<file path="src/rtl/cpu_step_controller.sv">
`default_nettype none
// ============================================================================
// Module  : cpu_step_controller
// Brief   : Execute-enable sequencer for the single-cycle MIPS datapath
//           (free-run / single-step, input stall, halt latch, retire count).
// Revision: 1.0 - initial release
// ============================================================================
module cpu_step_controller #(
    parameter int DIV_W = 26,
    parameter int DIV0  = 50_000_000,
    parameter int DIV1  = 12_500_000,
    parameter int DIV2  = 1_000_000,
    parameter int DIV3  = 4
) (
    input  logic        clk,
    input  logic        rst,
    input  logic        mode_run,
    input  logic [1:0]  div_sel,
    input  logic        step_btn,
    input  logic        instr_in,
    input  logic        instr_out,
    input  logic        halt,
    output logic        cpu_en,
    output logic        out_strobe,
    output logic        waiting_in,
    output logic        halted,
    output logic [31:0] retired
);

    typedef enum logic [1:0] {
        S_RUN        = 2'd0,
        S_STEP       = 2'd1,
        S_INPUT_WAIT = 2'd2,
        S_HALTED     = 2'd3
    } state_t;

    localparam logic [DIV_W-1:0] c_last0 = DIV_W'(DIV0 - 1);
    localparam logic [DIV_W-1:0] c_last1 = DIV_W'(DIV1 - 1);
    localparam logic [DIV_W-1:0] c_last2 = DIV_W'(DIV2 - 1);
    localparam logic [DIV_W-1:0] c_last3 = DIV_W'(DIV3 - 1);

    state_t             r_state;
    state_t             w_next_state;
    state_t             w_mode_state;
    logic               r_btn_q;
    logic [DIV_W-1:0]   r_div;
    logic [DIV_W-1:0]   w_div_next;
    logic [DIV_W-1:0]   w_last;
    logic               w_tick;
    logic               w_press;
    logic               w_trig;
    logic               w_fire;
    logic               r_cpu_en;
    logic               r_out_strobe;
    logic               r_waiting_in;
    logic               r_halted;
    logic [31:0]        r_retired;

    always_comb begin
        w_last = c_last3;
        case (div_sel)
            2'd0:    w_last = c_last0;
            2'd1:    w_last = c_last1;
            2'd2:    w_last = c_last2;
            default: w_last = c_last3;
        endcase
    end

    // ">=" so that shrinking the period mid-count still ticks on the next cycle
    assign w_tick  = (r_div >= w_last);
    assign w_press = step_btn & ~r_btn_q;

    always_comb begin
        w_next_state = r_state;
        w_fire       = 1'b0;
        w_trig       = 1'b0;
        w_mode_state = mode_run ? S_RUN : S_STEP;
        case (r_state)
            S_RUN, S_STEP: begin
                w_trig       = (r_state == S_RUN) ? w_tick : w_press;
                w_next_state = w_mode_state;
                if (w_trig) begin
                    if (halt) begin
                        w_next_state = S_HALTED;
                    end else if (instr_in) begin
                        w_next_state = S_INPUT_WAIT;
                    end else begin
                        w_fire = 1'b1;
                    end
                end
            end
            S_INPUT_WAIT: begin
                if (w_press) begin
                    w_fire       = 1'b1;
                    w_next_state = w_mode_state;
                end
            end
            default: w_next_state = S_HALTED;
        endcase
    end

    // Divider only runs while staying in RUN; any other path parks it at zero
    assign w_div_next = (r_state == S_RUN && w_next_state == S_RUN && !w_tick)
                        ? r_div + DIV_W'(1) : '0;

    always_ff @(posedge clk) begin
        if (!rst) begin
            r_state      <= mode_run ? S_RUN : S_STEP;
            r_btn_q      <= 1'b0;
            r_div        <= '0;
            r_cpu_en     <= 1'b0;
            r_out_strobe <= 1'b0;
            r_waiting_in <= 1'b0;
            r_halted     <= 1'b0;
            r_retired    <= '0;
        end else begin
            r_state      <= w_next_state;
            r_btn_q      <= step_btn;
            r_div        <= w_div_next;
            r_cpu_en     <= w_fire;
            r_out_strobe <= w_fire & instr_out;
            r_waiting_in <= (w_next_state == S_INPUT_WAIT);
            r_halted     <= (w_next_state == S_HALTED);
            if (w_fire) begin
                r_retired <= r_retired + 32'd1;
            end
        end
    end

    assign cpu_en     = r_cpu_en;
    assign out_strobe = r_out_strobe;
    assign waiting_in = r_waiting_in;
    assign halted     = r_halted;
    assign retired    = r_retired;

endmodule
`default_nettype wire
</file>
<file path="config.mk">
export PLATFORM = sky130hd
export DESIGN_NAME = cpu_step_controller
export DESIGN_NICKNAME = d
export VERILOG_FILES = /design/src/rtl/cpu_step_controller.sv
export SDC_FILE = /design/constraint.sdc
export NUM_CORES = 1
export LEC_CHECK = 0
export BUFFER_PORTS_ARGS = -buffer_cell sky130_fd_sc_hd__clkbuf_2
export CAP_MARGIN = 15
export CORE_ASPECT_RATIO = 0.8
export CORE_MARGIN = 5
export CORE_UTILIZATION = 39
export DETAILED_ROUTE_END_ITERATION = 8
export SLEW_MARGIN = 20
export SYNTH_ARGS = -nofsm -noshare
export SYNTH_HDL_FRONTEND = slang
export SYNTH_SLANG_ARGS = --single-unit
</file>
<file path="constraint.sdc">
create_clock -name clk -period 6.1 [get_ports clk]
set_input_delay 0.305 -clock clk [delete_from_list [all_inputs] [get_ports clk]]
set_output_delay 0.305 -clock clk [all_outputs]
set_load 0.02 [all_outputs]
</file>
### After elaboration in Yosys (flattened, before gate mapping)

Cells that the tools add are included.

* magnitude comparators: 1
* bitwise gates (word level): 3
* reduce and logical (&&, ||, !) cells: 8
* shift operators: 0
* multiply operators: 0
* multiplexer cells: 14
* divide/modulo/power cells: 0
* add/subtract/negate cells: 2
* equal/unequal tests: 6

Operator list (count)
* $pmux W26 S3: 1
* $add A32 B1 Y32 const B: 1
* $add A26 B1 Y26 const B: 1
* $ge A26 B26 Y1: 1
* $mux W2: 5
* $eq A2 B2 Y1 const B: 4
* $logic_not A2 Y1: 3
* $mux W1: 6
* $eq A2 B1 Y1 const B: 2
* $pmux W2 S2: 1
* $and A1 B1 Y1: 2
* $logic_and A1 B1 Y1: 2
* $pmux W1 S2: 1
* $reduce_and A2 Y1: 1
* $reduce_or A2 Y1: 1
* $logic_not A1 Y1: 1
* $not A1 Y1: 1

* bits of input ports: 9
* logic and storage cells: 42
* ROM bits: 0
* memories kept: 0
* latch bits: 0
* output and inout port bits: 36
* bits in registers: 65
* bits in writable memories: 0

### Logic depth before layout (Yosys ltp)

Gate-level depths: netlist of run 1.

* depth in word-level cells: 10
* gate-level depth with buffers: 14
* mapped depth without buffers: 11

### Worst setup path after synthesis of run 1

Ideal clock, no wire load.

* path type: input -> register
* start point: input div_sel[1]
* end point: register r_retired[14], in the netlist retired[14]
* stages: 12
* arrival time: 2.912 ns
* slack: 3.117 ns
* path buffers: 2
* cell sequence: inv_1 ha_1 o21bai_1 ha_1 nand4_1 or4_1 a211o_1 buf_6 and2_4 buf_6 or4_1 a21oi_1

* cells in the longest elaborated chain, start to end: 6
* elaborated cells on any way between the ends: 8
* those cells by class: order compare (1); eq/ne (2); mux (4); reduce/logical (1)

Ends and longest elaborated chain
* start: declaration: line 18 `input logic [1:0] div_sel,`
* $eq A2 B2 Y1 (tied with other cells): line 61 `case (div_sel)`
* $pmux W26 S3 (*): line 61
* $ge A26 B26 Y1 (*): line 70 `assign w_tick = (r_div >= w_last);`
* $mux W1 (*): line 80 `w_trig = (r_state == S_RUN) ? w_tick : w_press;`
* $mux W1 (*): line 82 `if (w_trig) begin`
* $pmux W1 S2 (*): line 78 `case (r_state)`
* end signal: assignment: line 125 `r_retired <= r_retired + 32'd1;`
* end: declaration: line 57 `logic [31:0] r_retired;`

Every way passes the cells marked *; elsewhere a longest branch is shown, timed or not.
A chain may end at the register's enable or synchronous reset.

### Worst setup path in the final report of run 1

* start point: input div_sel[0]
* end point: register r_retired[22], in the netlist retired[22]

The elaborated chain is that of the path after synthesis.

==> out/qor.csv, run 1 <==
metric;value;unit
share of cells above drive strength 1;0.146;
ys flop type;dfxtp_1;
starting density of the core;0.397;
initial antenna violation count;0;
reg2reg path depth;8;
Tcrit/Tclk final;0.547;
Static Leak;1.55;nW
# port buffers;44;
Detailed Routing Iterations Pass 1;4;
Yosys top cell by area;dfxtp_1;
vias per inst;5.36;
first-pass GRT wire length;14.0;mm
number of synthesized flops with an enable pin;0;
Hold WC Path Type;input port to register;
row cnt;31;
Die Wd;117;µm
Synthesized Nets;461;
count leader, synth;dfxtp_1;
CTS tree;built;
Least-Margin Pin Slew;0.948;ns
WL/cell;14.5;µm
Synth async-reset ratio;0;
pwr dens;254;nW/µm²
gr ovfl total;0;
synthesized cell area;3590;µm²
worst endpoint required time;6.30;ns
Synth top cells by count;65 x dfxtp_1, 47 x nor2_1, 37 x a21oi_1;
vias in the first global route;2879;
WL final;8.48;mm
HPWL Detailed;6.18;mm
Routed Antenna Nets;0;
crit-path max FO;32;
ANT cells;0;
sequential-to-total area share from yosys stat;0.362;
Post-CTS Resized;0;
Min Clock Period, post-route;3.34;ns
Netlist cell types;50;
Slew Viols, Final;0;
# Max-Cap Violations;0;
cts bufs inserted;9;
gr usage total;0.158;
syn avg cell area;8.47;µm²
largest net degree at the start of global routing;35;
buffer count from post-CTS setup fixing;0;
CP endpoint kind;register;
Sink Count;65;
status;finished clean;
RSZ-0062 raised after global routing;no;
Final Util;0.467;
layout net count;503;
die height;95.8;µm
Max transition margin;0.364;
Final TNS setup;0;ns
Die Area;11200;µm²
Syn. warnings;0;
Longest Clk Path Bufs;2;
Area Growth Syn to Fin;17.6;%
Post-Syn Instances;424;
DP Area;3880;µm²
Peak VDD IR;0.139;mV
Setup Skew;0.00824;ns
routed vias;3140;
drt drc;0;
post-synth top area share;0.362;
hold-fix buffers at CTS;0;
endpoints failing setup;0;
hold path depth;2;
WS Path Type;input port to register;
#FFs+latches synth;65;
first-iteration detailed-routing DRC count;161;
Hold Vio Cnt, Final;0;
core area;9040;µm²
I/O pins;45;
CP startpoint kind;input port;
critical path data arrival time;3.54;ns
Root Driver;clkbuf_16;
H-tree depth;3;
maximum operating frequency;0.300;GHz
Reg clk slew, reported paths;0.06;ns
GPL Wtd Cong;0.815;
fin area;4220;µm²
Clock Latency Late Sink;0.33;ns
Area contributors post-synth;dfxtp_1 36%, ha_1 9.8%, a21oi_1 5.2%, nor2_1 4.9%, xnor2_1 4.6%;
-- placed cells by master, fill, tap and decap left out, types with 2 or more instances in the layout --
cell type / Yosys / layout
nand2b_1: 3 / 3
a31o_2: 2 / 2
nor2b_1: 4 / 4
ha_1: 28 / 28
xor2_1: 14 / 14
and2_1: 5 / 5
dfxtp_1: 65 / 65
xnor2_1: 19 / 19
nor3_1: 4 / 4
o21a_1: 2 / 2
o21ai_0: 13 / 13
clkinv_4: 0 / 3
a21o_1: 4 / 4
a31oi_1: 2 / 2
nor4_1: 3 / 3
inv_1: 20 / 20
nand3b_1: 3 / 3
and4_1: 4 / 4
nor2_1: 47 / 47
nand2_1: 28 / 28
or3_1: 6 / 6
clkbuf_2: 0 / 44
o31ai_1: 11 / 11
and3_1: 7 / 7
nand4_1: 24 / 24
a2111oi_0: 2 / 2
bufinv_16: 0 / 2
nor3b_1: 2 / 2
clkbuf_16: 0 / 9
or4_1: 8 / 8
a21oi_1: 37 / 37
nand4b_1: 3 / 3
nand3_1: 20 / 20
a211oi_1: 4 / 4
-- path summary, 6_finish.rpt --
check | from | slack [ns] | endpoint
worst min register to register | r_div[0] | 0.46 | r_div[0]
worst max register to register | r_div[9] | 3.05 | retired[26]
worst min-delay path | mode_run | 0.20 | r_state[0]
worst max-delay path | div_sel[0] | 2.76 | retired[22]
-- cell families after synthesis --
group,share of synthesized area
AND/OR/NAND/NOR,0.257
buffers and inverters,0.0443
adder cells (fa/ha/maj),0.0976
XOR/XNOR,0.0805
AO/OA/AOI/OAI,0.155
multiplexers,0.00279
flip-flops,0.362
-- routing by layer --
metal / GRT usage / wire [µm] / vias to the layer above
li1: - / - / 1614
met1: 0.227 / 4340 / 1467
met2: 0.227 / 3660 / 52
met3: 0.0358 / 385 / 7
met4: 0.0602 / 97 / 0
met5: 0 / 0 / -
-- report_power, final --
| part | internal, mW | switching, mW |
|---|---|---|
| Clock | 0.361 | 0.201 |
| Combinational | 0.0242 | 0.0490 |
| Sequential | 0.431 | 0.00627 |
-- worst max-delay path, stage by stage --
cell and delay [ns]:
clkbuf_2 0.16, inv_1 0.10, ha_1 0.20, o21bai_1 0.40
ha_1 0.34, nand4_1 0.11, o21ai_0 0.09, a211oi_1 0.60
o21a_1 0.54, and2_4 0.42, nor4_1 0.14, mux2i_1 0.14
-- metrics by stage --
| stage | hold WS (ns) | setup WS, ns | power (mW) | instances |
|---|---|---|---|---|
| floorplan | 0.402 | 3.12 | 0.499 | 424 |
| global placement | 0.441 | 2.15 | 0.517 | 569 |
| detailed placement | 0.455 | 2.02 | 0.519 | 569 |
| global route | 0.221 | 2.54 | 1.11 | 586 |
| CTS | 0.191 | 2.34 | 1.09 | 585 |
| finish | 0.203 | 2.76 | 1.07 | 586 |
-- registers in the layout (all words and copies together), names as in the netlist --
name	cells
retired	32
r_div	26
r_state	2
cpu_en	1
halted	1
out_strobe	1
r_btn_q	1
waiting_in	1
-- cell type report --
type                    instances  area [µm²]
repair buffers                 46         239
flip-flops and latches         65        1300
clock buffers                   9         225
fillers                       905        4820
well taps                     115         144
inverters                      21        78.8
multi-input cells             323        2130
clock inverters                 7         103
No activity file was read; power rests on OpenSTA's default activity.
==> run 2: changes to the inputs <==
==> constraint.sdc (replaced) <==
create_clock -name clk -period 3.48 [get_ports clk]
set_input_delay 0.174 -clock clk [delete_from_list [all_inputs] [get_ports clk]]
set_output_delay 0.174 -clock clk [all_outputs]
set_load 0.02 [all_outputs]
==> out/qor.csv, run 2 (synthesis gave the netlist of run 1 again) <==
metric;value;unit
critical path data arrival time;3.37;ns
Sink Count;65;
Detailed Routing Iterations Pass 1;4;
commonest non-fill, non-tap cell in the layout;dfxtp_1;
cts bufs inserted;9;
GPL Wtd Cong;0.859;
HPWL Detailed;6.20;mm
max reg flops;32;
Root Driver;clkbuf_16;
pre-CTS setup slack;0.0648;ns
Final TNS setup;0;ns
Reg clk slew, reported paths;0.06;ns
# port buffers;44;
largest net degree at the start of global routing;33;
routed vias;3203;
Clock Latency Late Sink;0.33;ns
met2 WL;3.57;mm
met3 wire length;492;µm
drt drc;0;
layout net count;509;
buffer count from post-CTS setup fixing;0;
fin worst setup slack;0.321;ns
hold-fix buffers at CTS;0;
Longest Clk Path Bufs;2;
# Max-Cap Violations;0;
WL/cell;14.4;µm
Hold WC Path Type;input port to register;
die height;95.8;µm
most frequent cells in the layout;65 x dfxtp_1, 47 x nor2_1, 44 x clkbuf_2;
status;finished clean;
DP Area;3940;µm²
Die Area;11200;µm²
Area Growth Syn to Fin;17.9;%
crit-path max FO;10;
gr usage total;0.159;
non-filler instance count after layout;592;
core area;9040;µm²
pwr dens;425;nW/µm²
Die Wd;117;µm
CP startpoint kind;input port;
Routed Antenna Nets;0;
Hold Vio Cnt, Final;0;
Total Power;1.80;mW
WL met1;4.37;mm
row cnt;31;
Setup Skew;0.00675;ns
initial antenna violation count;0;
first-iteration detailed-routing DRC count;189;
first-pass GRT wire length;14.1;mm
endpoints failing setup;0;
ANT cells;0;
vias in the first global route;2880;
starting density of the core;0.397;
Top Metal Used;met4;
I/O pins;45;
Tcrit/Tclk final;0.908;
maximum operating frequency;0.317;GHz
WL final;8.53;mm
H-tree depth;3;
Min Clock Period, post-route;3.16;ns
Slew Viols, Final;0;
Static Leak;1.57;nW
worst endpoint required time;3.69;ns
Least-Margin Pin Slew;0.649;ns
fin area;4230;µm²
vias per inst;5.41;
CTS tree;built;
gr ovfl total;0;
RSZ-0062 raised after global routing;no;
Post-CTS Resized;0;
WS Path Type;input port to register;
Peak VDD IR;0.235;mV
Inst Count DP;576;
Max transition margin;0.556;
CP endpoint kind;register;
share of cells above drive strength 1;0.155;
-- run 2: cell types whose count changed in the layout (fill, tap and decap cells not counted), sizes merged --
cell,delta
clkinv,-1
inv,-1
clkbuf,+2
bufinv,-1
buf,+6
clkinvlp,+1
-- run 2: power by group --
part,total (mW),switching (mW),internal [mW]
Clock,0.898,0.327,0.571
Sequential,0.767,0.0106,0.756
Combinational,0.133,0.0879,0.0452
Total,1.80,0.426,1.37
-- run 2: layout make-up --
class                   instances  area [µm²]
clock buffers                  11         243
clock inverters                 5        55.1
fillers                       870        4800
inverters                      21        78.8
multi-input cells             323        2130
flip-flops and latches         65        1300
well taps                     115         144
repair buffers                 52         280
-- run 2: metal layers --
| metal | track usage | up-vias |
|---|---|---|
| met5 | 0 | - |
| met4 | 0.0544 | 0 |
| met3 | 0.0383 | 11 |
| met2 | 0.224 | 72 |
| met1 | 0.236 | 1492 |
| li1 | - | 1628 |
-- run 2: per-stage QoR --
stage | utilization | hold WS [ns]
final | 0.468 | 0.0654
after CTS | 0.468 | 0.0531
after global routing | 0.468 | 0.0655
after global placement | 0.435 | 0.407
after detailed placement | 0.435 | 0.400
after floorplan | - | 0.271
-- run 2: worst paths after layout --
| check | to | slack, ns | depth (start not counted) | from |
|---|---|---|---|---|
| max | retired[29] | 0.32 | 12 | div_sel[0] |
| min reg2reg | r_div[0] | 0.46 | 1 | r_div[0] |
| max reg2reg | retired[29] | 0.48 | 9 | r_div[9] |
| min | r_state[0] | 0.07 | 2 | mode_run |
-- run 2: critical path: stages --
cell       delay (ns)
clkbuf_2         0.16
inv_1            0.10
ha_1             0.21
o21bai_1         0.44
ha_1             0.23
nand4_1          0.11
or4_1            0.52
a211o_1          0.40
a2111oi_0        0.65
buf_4            0.22
xnor2_1          0.11
nor2_1           0.05
==> run 3: changes to the inputs <==
--- a/config.mk
+++ b/config.mk
@@ -11,6 +11,7 @@
 export CORE_MARGIN = 5
 export CORE_UTILIZATION = 39
 export DETAILED_ROUTE_END_ITERATION = 8
+export RECOVER_POWER = 25
 export SLEW_MARGIN = 20
 export SYNTH_ARGS = -nofsm -noshare
 export SYNTH_HDL_FRONTEND = slang
==> out/qor.csv, run 3 (synthesis gave the netlist of run 1 again) <==
metric;value;unit
status;finished clean;
Max transition margin;0.560;
WL final;8.57;mm
fin worst setup slack;0.314;ns
Crit path top cell by count;ha_1;
die height;95.8;µm
Fill cells;883;
Die Wd;117;µm
Reg2Reg Setup Slack;0.49;ns
gr usage total;0.159;
Inst Count DP;576;
most frequent cells in the layout;65 x dfxtp_1, 47 x nor2_1, 37 x a21oi_1;
share of cells above drive strength 1;0.103;
Setup Skew;0.00740;ns
Routed Antenna Nets;0;
crit-path max FO;10;
Psw;0.425;mW
Slowest-stage cell, CP;a2111oi_0;
vias per inst;5.38;
# Max-Cap Violations;0;
commonest non-fill, non-tap cell in the layout;dfxtp_1;
routed vias;3186;
Area Growth Syn to Fin;17.0;%
critical path data arrival time;3.38;ns
WS Path Type;input port to register;
Static Leak;1.48;nW
Post-CTS Resized;0;
Root Driver;clkbuf_16;
switching share of power;0.237;
Least-Margin Pin Slew;0.643;ns
HPWL Detailed;6.20;mm
non-filler instance count after layout;592;
first-pass GRT wire length;14.1;mm
I/O pins;45;
ANT cells;0;
max reg flops;32;
pre-CTS setup slack;0.0648;ns
H-tree depth;3;
Final Util;0.465;
gr ovfl total;0;
worst endpoint required time;3.69;ns
vias in the first global route;2880;
GRT met1 Usage;0.236;
Sink Count;65;
maximum operating frequency;0.316;GHz
DP Area;3940;µm²
Sequential Power Share;0.427;
Hold Vio Cnt, Final;0;
Critical Path Max Stage Delay;0.64;ns
# port buffers;44;
Worst Path Buf+Inv;3;
row cnt;31;
Comb pwr share;0.074;
Tcrit/Tclk final;0.910;
cell internal pwr;1.37;mW
drt drc;0;
GRT busiest layer;met1;
fin area;4200;µm²
RSZ-0062 raised after global routing;no;
CP startpoint kind;input port;
Peak VDD IR;0.236;mV
GPL Wtd Cong;0.859;
Detailed Routing Iterations Pass 1;4;
Final TNS setup;0;ns
Clk pwr share;0.500;
Reg clk slew, reported paths;0.06;ns
Die Area;11200;µm²
WL/cell;14.5;µm
CP endpoint kind;register;
Hold WC Path Type;input port to register;
endpoints failing setup;0;
met2 Use GR;0.224;
CTS tree;built;
core area;9040;µm²
Slew Viols, Final;0;
layout net count;509;
buffer count from post-CTS setup fixing;0;
Min Clock Period, post-route;3.17;ns
Longest Clk Path Bufs;2;
M3 GR Usage;0.0383;
starting density of the core;0.397;
Min Hold Slack;0.0650;ns
pwr dens;428;nW/µm²
Total Power;1.80;mW
hold-fix buffers at CTS;0;
CP top delay family;compound AO/OA/AOI/OAI gates;
largest net degree at the start of global routing;33;
cts bufs inserted;9;
worst path cell trace;clkbuf_2 -> inv_1 -> ha_1 -> o21bai_1 -> ha_1 -> nand4_1 -> or4_1 -> a211o_1 -> a2111oi_0 -> buf_4 -> xnor2_1 -> nor2_1;
initial antenna violation count;0;
first-iteration detailed-routing DRC count;192;
Clock Latency Late Sink;0.33;ns
==> run 3: power by group through the flow <==
stage	Combinational (mW)	Clock [mW]	Sequential, mW
after detailed placement	0.132	0	0.782
final	0.132	0.898	0.766
after floorplan	0.0879	0	0.787
after CTS	0.133	0.917	0.766
after global placement	0.129	0	0.782
after global routing	0.148	0.956	0.769
==> run 3: path summary, 6_finish.rpt <==
path	startpoint	to	depth (start not counted)
max	div_sel[0]	retired[29]	12
min	mode_run	r_state[0]	2
max reg2reg	r_div[9]	retired[29]	9
min reg2reg	r_div[0]	r_div[0]	1
==> run 3: final cells by class <==
class,count,area [µm²],area share
multi-input combinational,323,2130,0.507
sequential,65,1300,0.310
timing repair buffer,52,249,0.0593
clock buffer,11,243,0.0578
tap,115,144,0.0342
inverter,21,78.8,0.0188
clock inverter,5,55.1,0.0131
==> run 3: metal layers <==
| layer | share of wire | up-vias |
|---|---|---|
| li1 | - | 1629 |
| met5 | 0 | - |
| met3 | 0.038 | 11 |
| met1 | 0.53 | 1486 |
| met4 | 0.012 | 0 |
| met2 | 0.42 | 60 |
